`src/rtl/jtag_pkg.sv`:
```
// jtag_pkg: op codes, FSM states and LSB-first TMS patterns shared by the JTAG shift engine.
package jtag_pkg;
  typedef enum logic [1:0] {OP_DR = 2'd0, OP_IR = 2'd1, OP_RST = 2'd2, OP_RSV = 2'd3} op_e;
  typedef enum logic [2:0] {S_IDLE, S_LOAD, S_HEAD, S_SHIFT, S_TAIL, S_RTAP, S_DONE} state_e;
  localparam logic [2:0] DR_HDR   = 3'b001;
  localparam logic [3:0] IR_HDR   = 4'b0011;
  localparam logic [1:0] TAIL_PAT = 2'b01;
  localparam logic [5:0] RST_PAT  = 6'b011111;
  localparam logic [2:0] DR_LEN   = 3'd3;
  localparam logic [2:0] IR_LEN   = 3'd4;
  localparam logic [2:0] TAIL_LEN = 3'd2;
  localparam logic [2:0] RST_LEN  = 3'd6;
  // {length, zero-extended pattern} for the next TMS-only segment
  function automatic logic [8:0] seq_sel(input op_e op, input logic tail);
    return tail ? {TAIL_LEN, 4'b0, TAIL_PAT} :
           op == OP_RST ? {RST_LEN, RST_PAT} :
           op == OP_IR ? {IR_LEN, 2'b0, IR_HDR} : {DR_LEN, 3'b0, DR_HDR};
  endfunction
endpackage

```
`src/rtl/jtag_tms_seq.sv`:
```
// jtag_tms_seq: loadable TMS pattern shifter; last is high once every pattern bit has been issued.
module jtag_tms_seq
  import jtag_pkg::*;
(
  input  logic       FASTCLK,
  input  logic       clr_pload,
  input  logic       ld,
  input  logic       adv,
  input  logic [5:0] pat,
  input  logic [2:0] len,
  output logic       tms,
  output logic       last
);
  logic [5:0] sr_q, sr_d;
  logic [2:0] cnt_q, cnt_d;
  always_comb begin
    sr_d  = ld ? pat : adv ? sr_q >> 1 : sr_q;
    cnt_d = ld ? len : adv ? cnt_q - 3'd1 : cnt_q;
  end
  always_ff @(posedge FASTCLK or posedge clr_pload)
    if (clr_pload) begin
      sr_q  <= '0;
      cnt_q <= '0;
    end else begin
      sr_q  <= sr_d;
      cnt_q <= cnt_d;
    end
  assign tms  = sr_q[0];
  assign last = cnt_q == 3'd0;
endmodule

```
`src/rtl/jtag_shift_engine_nch.sv`:
```
// jtag_shift_engine_nch: multi-chain JTAG master shifting one IR/DR/reset command per handshake.
module jtag_shift_engine_nch
  import jtag_pkg::*;
#(
  parameter int DW  = 16,
  parameter int NCH = 4,
  parameter int CHW = 2,
  parameter int NBW = 5,
  parameter int TMR = 0
) (
  input  logic             FASTCLK,
  input  logic             clr_pload,
  input  logic             TCK_EN,
  input  logic             cmd_valid,
  output logic             cmd_ready,
  input  logic [1:0]       cmd_op,
  input  logic             cmd_hdr,
  input  logic             cmd_tail,
  input  logic [CHW-1:0]   cmd_chan,
  input  logic [NBW-1:0]   cmd_nbits,
  input  logic [DW-1:0]    cmd_tdi,
  output logic             busy,
  output logic             done,
  output logic             err,
  output logic [DW-1:0]    rd_data,
  output logic [NCH-1:0]   TCK,
  output logic [NCH-1:0]   TMS,
  output logic [NCH-1:0]   TDI,
  input  logic [NCH-1:0]   TDO
);
  localparam int CW = $bits(state_e) + 1 + NBW;
  localparam int NR = TMR != 0 ? 3 : 1;
  state_e st_q, st_d;
  op_e op_q, op_d;
  logic ph_q, ph_d, hdr_q, hdr_d, tail_q, tail_d, err_q, err_d;
  logic tck_q, tck_d, tms_q, tms_d, tdi_q, tdi_d;
  logic [NBW-1:0] bc_q, bc_d, nb_q, nb_d;
  logic [CHW-1:0] ch_q, ch_d;
  logic [DW-1:0] tsr_q, tsr_d, cap_q, cap_d, rd_q, rd_d;
  logic [CW-1:0] ctl_q [NR];
  logic [CW-1:0] ctl;
  logic act, exh, tick_a, tick_b, bad;
  logic seq_ld, seq_adv, seq_tms, seq_last;
  logic [5:0] seq_pat;
  logic [2:0] seq_len;
  assign act    = st_q inside {S_HEAD, S_SHIFT, S_TAIL, S_RTAP};
  assign exh    = st_q == S_SHIFT ? bc_q == '0 : seq_last;
  assign tick_a = act && TCK_EN && !ph_q;
  assign tick_b = act && TCK_EN && ph_q;
  assign bad    = op_e'(cmd_op) == OP_RSV || cmd_nbits == '0 || cmd_nbits > NBW'(DW);
  assign seq_ld  = st_q == S_LOAD || (tick_b && st_q == S_SHIFT && exh && tail_q);
  assign seq_adv = tick_a && st_q != S_SHIFT && !exh;
  assign {seq_len, seq_pat} = seq_sel(op_q, st_q == S_SHIFT);
  jtag_tms_seq u_seq (
    .FASTCLK(FASTCLK), .clr_pload(clr_pload), .ld(seq_ld), .adv(seq_adv),
    .pat(seq_pat), .len(seq_len), .tms(seq_tms), .last(seq_last)
  );
  always_comb begin
    st_d = st_q; op_d = op_q; ph_d = ph_q; hdr_d = hdr_q; tail_d = tail_q; err_d = 1'b0;
    tck_d = tck_q; tms_d = tms_q; tdi_d = tdi_q; bc_d = bc_q; nb_d = nb_q; ch_d = ch_q;
    tsr_d = tsr_q; cap_d = cap_q; rd_d = rd_q;
    if (st_q == S_IDLE && cmd_valid) begin
      if (bad) err_d = 1'b1;
      else begin
        st_d = S_LOAD; op_d = op_e'(cmd_op); hdr_d = cmd_hdr; tail_d = cmd_tail; ch_d = cmd_chan;
        nb_d = cmd_nbits; bc_d = cmd_nbits; tsr_d = cmd_tdi; cap_d = '0;
        if (op_e'(cmd_op) != OP_RST) rd_d = '0;
      end
    end
    if (st_q == S_LOAD) st_d = op_q == OP_RST ? S_RTAP : hdr_q ? S_HEAD : S_SHIFT;
    if (st_q == S_DONE) st_d = S_IDLE;
    // an exhausted segment seen on tick A is always the final one: drop TCK and finish
    if (tick_a) begin
      tck_d = 1'b0;
      ph_d  = 1'b1;
      if (exh) begin
        st_d = S_DONE; ph_d = 1'b0; tms_d = 1'b0; tdi_d = 1'b0;
        if (op_q != OP_RST) rd_d = cap_q >> (DW - int'(nb_q));
      end else if (st_q == S_SHIFT) begin
        tms_d = tail_q && bc_q == NBW'(1); tdi_d = tsr_q[0]; tsr_d = tsr_q >> 1; bc_d = bc_q - NBW'(1);
      end else begin
        tms_d = seq_tms; tdi_d = 1'b0;
      end
    end
    if (tick_b) begin
      tck_d = 1'b1;
      ph_d  = 1'b0;
      if (st_q == S_SHIFT) cap_d = {TDO[ch_q], cap_q[DW-1:1]};
      if (exh && st_q == S_HEAD) st_d = S_SHIFT;
      if (exh && st_q == S_SHIFT && tail_q) st_d = S_TAIL;
    end
  end
  always_ff @(posedge FASTCLK or posedge clr_pload)
    if (clr_pload) for (int i = 0; i < NR; i++) ctl_q[i] <= '0;
    else for (int i = 0; i < NR; i++) ctl_q[i] <= {st_d, ph_d, bc_d};
  generate
    if (NR == 3) begin : g_tmr
      assign ctl = (ctl_q[0] & ctl_q[1]) | (ctl_q[0] & ctl_q[2]) | (ctl_q[1] & ctl_q[2]);
    end else begin : g_one
      assign ctl = ctl_q[0];
    end
  endgenerate
  assign st_q = state_e'(ctl[CW-1 -: $bits(state_e)]);
  assign ph_q = ctl[NBW];
  assign bc_q = ctl[NBW-1:0];
  always_ff @(posedge FASTCLK or posedge clr_pload)
    if (clr_pload) begin
      op_q <= OP_DR; hdr_q <= 1'b0; tail_q <= 1'b0; err_q <= 1'b0;
      tck_q <= 1'b0; tms_q <= 1'b0; tdi_q <= 1'b0; nb_q <= '0; ch_q <= '0;
      tsr_q <= '0; cap_q <= '0; rd_q <= '0;
    end else begin
      op_q <= op_d; hdr_q <= hdr_d; tail_q <= tail_d; err_q <= err_d;
      tck_q <= tck_d; tms_q <= tms_d; tdi_q <= tdi_d; nb_q <= nb_d; ch_q <= ch_d;
      tsr_q <= tsr_d; cap_q <= cap_d; rd_q <= rd_d;
    end
  assign cmd_ready = st_q == S_IDLE;
  assign busy      = st_q == S_LOAD || act;
  assign done      = st_q == S_DONE;
  assign err       = err_q;
  assign rd_data   = rd_q;
  assign TCK = {{(NCH-1){1'b0}}, tck_q} << ch_q;
  assign TMS = {{(NCH-1){1'b0}}, tms_q} << ch_q;
  assign TDI = {{(NCH-1){1'b0}}, tdi_q} << ch_q;
endmodule

```
`config.mk`:
```
export PLATFORM = sky130hd
export DESIGN_NAME = jtag_shift_engine_nch
export DESIGN_NICKNAME = d
export VERILOG_FILES = /design/src/rtl/jtag_pkg.sv /design/src/rtl/jtag_tms_seq.sv /design/src/rtl/jtag_shift_engine_nch.sv
export SDC_FILE = /design/constraint.sdc
export NUM_CORES = 1
export LEC_CHECK = 0
export BUFFER_PORTS_ARGS = -buffer_cell sky130_fd_sc_hd__buf_2
export CAP_MARGIN = 30
export CORE_AREA = 2 2 128 68
export CTS_CLUSTER_DIAMETER = 120
export DETAILED_ROUTE_END_ITERATION = 12
export DIE_AREA = 0 0 130 70
export GPL_TIMING_DRIVEN = 0
export PLACE_DENSITY = 0.87
export SLEW_MARGIN = 20
export SYNTH_ARGS = -nofsm -noshare
export SYNTH_HDL_FRONTEND = slang
export SYNTH_SLANG_ARGS = --single-unit
```
`constraint.sdc`:
```
create_clock -name FASTCLK -period 3.1 [get_ports FASTCLK]
set_input_delay 0.31 -clock FASTCLK [delete_from_list [all_inputs] [get_ports FASTCLK]]
set_output_delay 0.31 -clock FASTCLK [all_outputs]
set_load 0.05 [all_outputs]
```
[After elaboration in Yosys (flattened, before gate mapping)]
Index checks and enable logic that the tools add are counted.
Word-level totals
  register bits: 81
  bits in latches: 0
  RAM bits: 0
  bits in read-only memories: 0
  input bits: 35
  output and inout port bits: 32
  word-level logic and storage cells: 118
  memories: 0
Cells by class
  add/sub/neg operators: 3
  $mul: 0
  div/mod/pow operators: 0
  $lt $le $gt $ge: 2
  equality and inequality tests: 13
  shift operators: 4
  multiplexer cells: 52
  bitwise logic cells: 1
  reductions and logical operators: 27
Operators by type and width (count)
  two-way mux 16 bit: 15
  two-way mux 3 bit: 12
  >> shifter 16 x 32 -> 16 bit: 1
  two-way mux 9 bit: 3
  two-way mux 5 bit: 5
  two-way mux 1 bit: 14
  logical AND 1 bit: 13
  two-way mux 6 bit: 2
  left shift 1 x 2 -> 4 bit: 3
  zero test 5 bit: 2
  == test 3 bit (second input constant): 3
  == test 3 x 2 -> 1 bit (second input constant): 2
  zero test 3 bit: 2
  subtractor 5 x 5 -> 6 bit (first input constant): 1
  == test 5 x 1 -> 1 bit (second input constant): 1
  > comparator 5 bit (second input constant): 1
  subtractor 5 x 1 -> 5 bit (second input constant): 1
  == test 2 bit (second input constant): 2
  logical OR 1 bit: 4
  != test 2 bit (second input constant): 2
  nonzero test 2 bit: 2
  nonzero test 4 bit: 1
  == test 3 x 1 -> 1 bit (second input constant): 1
  < comparator 2 x 3 -> 1 bit (second input constant): 1
  7 further kinds: 8

[Depth between registers and ports, before layout]
  depth after elaboration: 12
  gate-level depth with buffers: 11
  depth with buffers taken out: 7

[Hierarchy]
A second synthesis with hierarchy kept.
Second synthesis, totals
  cell total of the unflattened synthesis: 487
  area total of the unflattened synthesis: 4551.9 um2
By module, submodules not included
  jtag_shift_engine_nch: instances 1, cells an instance 440, area each 4073.9 um2, sequential area each 1801.7 um2
  jtag_tms_seq: instances 1, cells an instance 47, area each 478.0 um2, sequential area each 225.2 um2

[Worst setup path after synthesis]
Ideal clock, no wire load.
  path type: register -> register
  from: register nb_q[0]
  to: register rd_q[5] (netlist: rd_data[5])
  setup time: 0.121 ns
  data arrival time: 2.641 ns
  data required time: 2.979 ns
  slack: 0.338 ns
  cell stages (with the launch flop): 11
  buffers on the path: 4
  period minus slack after synthesis: 2.762 ns
  cell sequence: dfrtp_1 buf_2 buf_2 inv_1 ha_1 clkbuf_1 buf_1 mux4_2 mux2i_1 o21ai_0 a22o_1
On the way
  longest elaborated chain between the ends: 5
RTL lines
  start, declared: line jtag_shift_engine_nch.sv:37  | logic [NBW-1:0] bc_q, bc_d, nb_q, nb_d;
  start signal, assigned: line jtag_shift_engine_nch.sv:113  | tck_q <= tck_d; tms_q <= tms_d; tdi_q <= tdi_d; nb_q <= nb_d; ch_q <= ch_d;
  subtractor 5 x 5 -> 6 bit: line jtag_shift_engine_nch.sv:78  | if (op_q != OP_RST) rd_d = cap_q >> (DW - int'(nb_q));
  >> shifter 16 x 32 -> 16 bit: line jtag_shift_engine_nch.sv:78
  two-way mux 16 bit: line jtag_shift_engine_nch.sv:78
  two-way mux 16 bit: line jtag_shift_engine_nch.sv:76  | if (exh) begin
  two-way mux 16 bit: line jtag_shift_engine_nch.sv:73  | if (tick_a) begin
  net rd_d[5]: line jtag_shift_engine_nch.sv:39  | logic [DW-1:0] tsr_q, tsr_d, cap_q, cap_d, rd_q, rd_d;
  end signal, assigned: line jtag_shift_engine_nch.sv:114  | tsr_q <= tsr_d; cap_q <= cap_d; rd_q <= rd_d;
  end, declared: line jtag_shift_engine_nch.sv:39
The timed path passes the listed nets, and every way through them passes these cells.
A chain may end at the register's enable or synchronous reset.

[Worst setup path after layout]
  from: register nb_q[0]
  to: register rd_q[0] (netlist: rd_data[0])
The elaborated chain is that of the path after synthesis.

==> qor.csv <==
stage;metric;value;unit
sta;clock skew;7.01;ps
synth;Yosys reg bits;80;
floorplanning;Chip Height;70;um
detailed_routing;wire per inst;18.4;um
placement;IO Port Bufs;66;
detailed_routing;vias per cell;5.97;
synth;Post-Syn Area;0.00443;sq mm
critical_path;Slowest cell on crit path;mux4_2;
synth;Simple-Gate Fraction of Synth Area;19.9;%
clock_tree;clk_lat worst skew;340;ps
grt;vias in the first global route;3721;
floorplanning;Core Footprint;0.00820;sq mm
sta;post-route clock period utilization;94.7;%
placement;dpl hpwl;8700;um
power;Power Density;1010;mW/mm^2
synth;Yosys cell types;49;
detailed_routing;DRC violations left;0;
run_status;status;complete, no violations;
clock_tree;H-tree depth;3;
sta;top achievable clock speed;0.341;GHz
layout;post-layout util;64.6;%
synth;ys async rst share;100;%
synth;Syn Nets;496;
clock_tree;root buffer cell;clkbuf_16;
synth;top cells by area, synth;dfrtp_1 (45%), nand2_1 (9.0%), mux4_2 (6.6%);
grt;Total GRT Usage;27.5;%
grt;initial antenna violation count;0;
grt;met3 GRT Util;9.35;%
critical_path;CP cell instances;buf_2 -> clkbuf_4 -> inv_1 -> ha_2 -> mux2i_1 -> mux2i_1 -> mux4_2 -> a22o_1;
critical_path;Crit path largest cell delay;520;ps
floorplanning;die area;0.00910;sq mm
synth;Mapped Cells;454;
power;maximum vdd drop;416;uV
synth;xor-xnor portion of the synthesized cell area;1.78;%
critical_path;Startpoint Class;flop;
floorplanning;Die Wd;130;um
placement;Routability Congestion;0.995;
sta;fin crit period;2930;ps
synth;Synth area leader;dfrtp_1;
synth;synth warn;0;
clock_tree;clock buffer depth;2;
sta;final slew viol count;0;
min_path;hold crit path type;in2reg;
min_path;Hold Path Cell Cnt;3;
sta;Fin. Hold Viols;0;
synth;Seq/Total Area, Yosys;45.2;%
synth;mux cell area share after synthesis;12.7;%
floorplanning;# IOs;67;
synth;Synth Flop Type;dfrtp_1;
grt;first-pass GRT wire length;18900;um
detailed_routing;Post-DRT Antenna Nets;0;
clock_tree;CTS tree;done;
critical_path;cell seen most often among critical-path stages;mux2i_1;
critical_path;crit path kind;reg2reg;
floorplanning;# rows;24;
detailed_routing;vias;3910;
critical_path;Worst setup EP type;flop;
sta;Worst Max-Slew Pin Slew;708;ps
layout;Synth-to-Final Area Change;19.5;%
power;P_leak;2.50;nW
critical_path;WP data arrival;3160;ps
synth;Synth Area in Compound Gates;14.1;%
detailed_routing;1st-iter DRT viols;431;
floorplanning;Initial Utilization;54.0;%
sta;Slew HR;52.3;%
grt;global route total overflow;0;
critical_path;worst-case reg-to-reg path depth;8;
grt;met2 Use GR;37.9;%
flow_run;total of max-cap violations;0;
power;Tot Pwr;5.33;mW
grt;largest net degree at the start of global routing;48;
layout;Antenna diodes;0;
sta;# setup viols final;0;
sta;RSZ-0062 raised after global routing;false;
clock_tree;Num CTS Buffers;9;
clock_tree;clk slew on worst S/H paths;60;ps
synth;post-synth top area share;45.2;%
layout;fraction of layout cells with a size suffix above 1;24.3;%
detailed_routing;DRT Pass-1 Iters;5;
grt;met1 usage;41.9;%
layout;# nets final;576;
critical_path;Worst Path Max Fanout;10;
synth;adder-cell area share of the yosys netlist;1.98;%
synth;EDFF count, synth;0;
grt;most used routing layer;met1;
detailed_routing;Routed WL;12100;um
synth;largest family of logic cells by synthesized area;simple AND/OR/NAND/NOR gates;
clock_tree;clock sink count;80;
synth;Mapped Avg Cell Area;9.76;sq um
critical_path;required time of the critical path;3330;ps
==> sequential cells by signal (all words and copies together) (netlist names), 2 cells and up <==
signal / count
op_q: 2
u_seq.cnt_q: 3
u_seq.sr_q: 5
tsr_q: 16
cap_q: 16
ctl: 9
rd_data: 16
nb_q: 5
ch_q: 2
==> cell families after synthesis <==
logic type                 Yosys count
and+or+nand+nor                    185
AOI/OAI and AO/OA                   95
DFF                                 80
buffers and inverters               42
muxes                               36
xor gates and xnor gates             9
adders and majority gates            7
==> metrics by stage <==
stage	TNS (ps)	std cells	area (sq um)	hold slack (ps)	setup WS [ps]
2_1_floorplan	0	454	4430	415	338
3_3_place_gp	-10620	637	4910	471	-138
3_5_place_dp	-567	638	4940	355	-139
4_1_cts	0	653	5260	161	4.89
5_1_grt	0	655	5290	176	76.4
6_report	0	655	5290	168	166
==> layer usage <==
layer	up-vias	part of all wire [%]
met4	0	1.4
met2	229	42
li1	1762	-
met3	25	12
met5	-	0
met1	1894	44
==> cell type report <==
cell class / instances / area (sq um)
well taps: 117 / 146
flip-flops and latches: 80 / 2000
fillers: 646 / 2900
inverters: 13 / 51.3
plain buffers: 28 / 145
clock buffers: 9 / 225
clock inverters: 6 / 85.1
repair buffers: 70 / 383
multi-input cells: 332 / 2260
==> worst paths after layout <==
check                                 start           to  slack (ps)
worst min-delay path            cmd_chan[1]      ch_q[1]         170
worst min register to register     tsr_q[0]        tdi_q         490
worst max register to register      nb_q[0]   rd_data[0]         170
min in group asynchronous         clr_pload  rd_data[11]         530
worst max-delay path                nb_q[0]   rd_data[0]         170
max in group asynchronous         clr_pload     tsr_q[7]        1990
==> repair_timing <==
item,in CTS,in global routing
endpoints found under the setup margin,8,6
buffers inserted,0,2
hold buffers,1,0
gates resized for setup,2,3
hold endpoints to repair,10,0
pin swaps,0,0
==> cells in the final DEF, fill, tap and decap left out, types with 12 or more instances in the layout <==
| master | count |
|---|---|
| nand2_1 | 106 |
| o21ai_0 | 30 |
| inv_1 | 12 |
| and2_1 | 15 |
| buf_2 | 79 |
| a21oi_1 | 13 |
| dfrtp_1 | 80 |
| mux4_2 | 13 |
| a31oi_1 | 20 |
| nor2_1 | 21 |
| mux2i_1 | 16 |
==> power by group <==
part	internal (mW)	total [mW]	switching, mW
clock	0.698	1.13	0.431
sequential	1.40	1.71	0.311
combinational	0.956	2.48	1.53
==> worst max-delay path, delay by kind of cell, from the launching register on <==
family          cells  cell delay, ps
fa+ha+maj           1             480
compound gates      1             210
buf+inv             3             720
mux                 3            1060
flops               1             330
==> cells in the mapped netlist (3+ instances only) <==
| cell type | n |
|---|---|
| nor3_1 | 3 |
| mux4_2 | 13 |
| dfrtp_1 | 80 |
| and2_1 | 15 |
| and3_1 | 8 |
| a22o_1 | 9 |
| a221o_1 | 3 |
| mux2_2 | 5 |
| xnor2_1 | 6 |
| o2bb2ai_1 | 6 |
| o21ai_0 | 30 |
| a31oi_1 | 20 |
| nor2b_1 | 5 |
| xor2_1 | 3 |
| a21oi_1 | 13 |
| nand3_1 | 8 |
| nor3b_1 | 4 |
| ha_1 | 7 |
| inv_1 | 13 |
| buf_2 | 13 |
| clkbuf_1 | 10 |
| nand2_1 | 106 |
| mux2i_1 | 16 |
| nor2_1 | 21 |
| a21boi_0 | 4 |
Note: power is estimated with default switching activity, not from simulation.
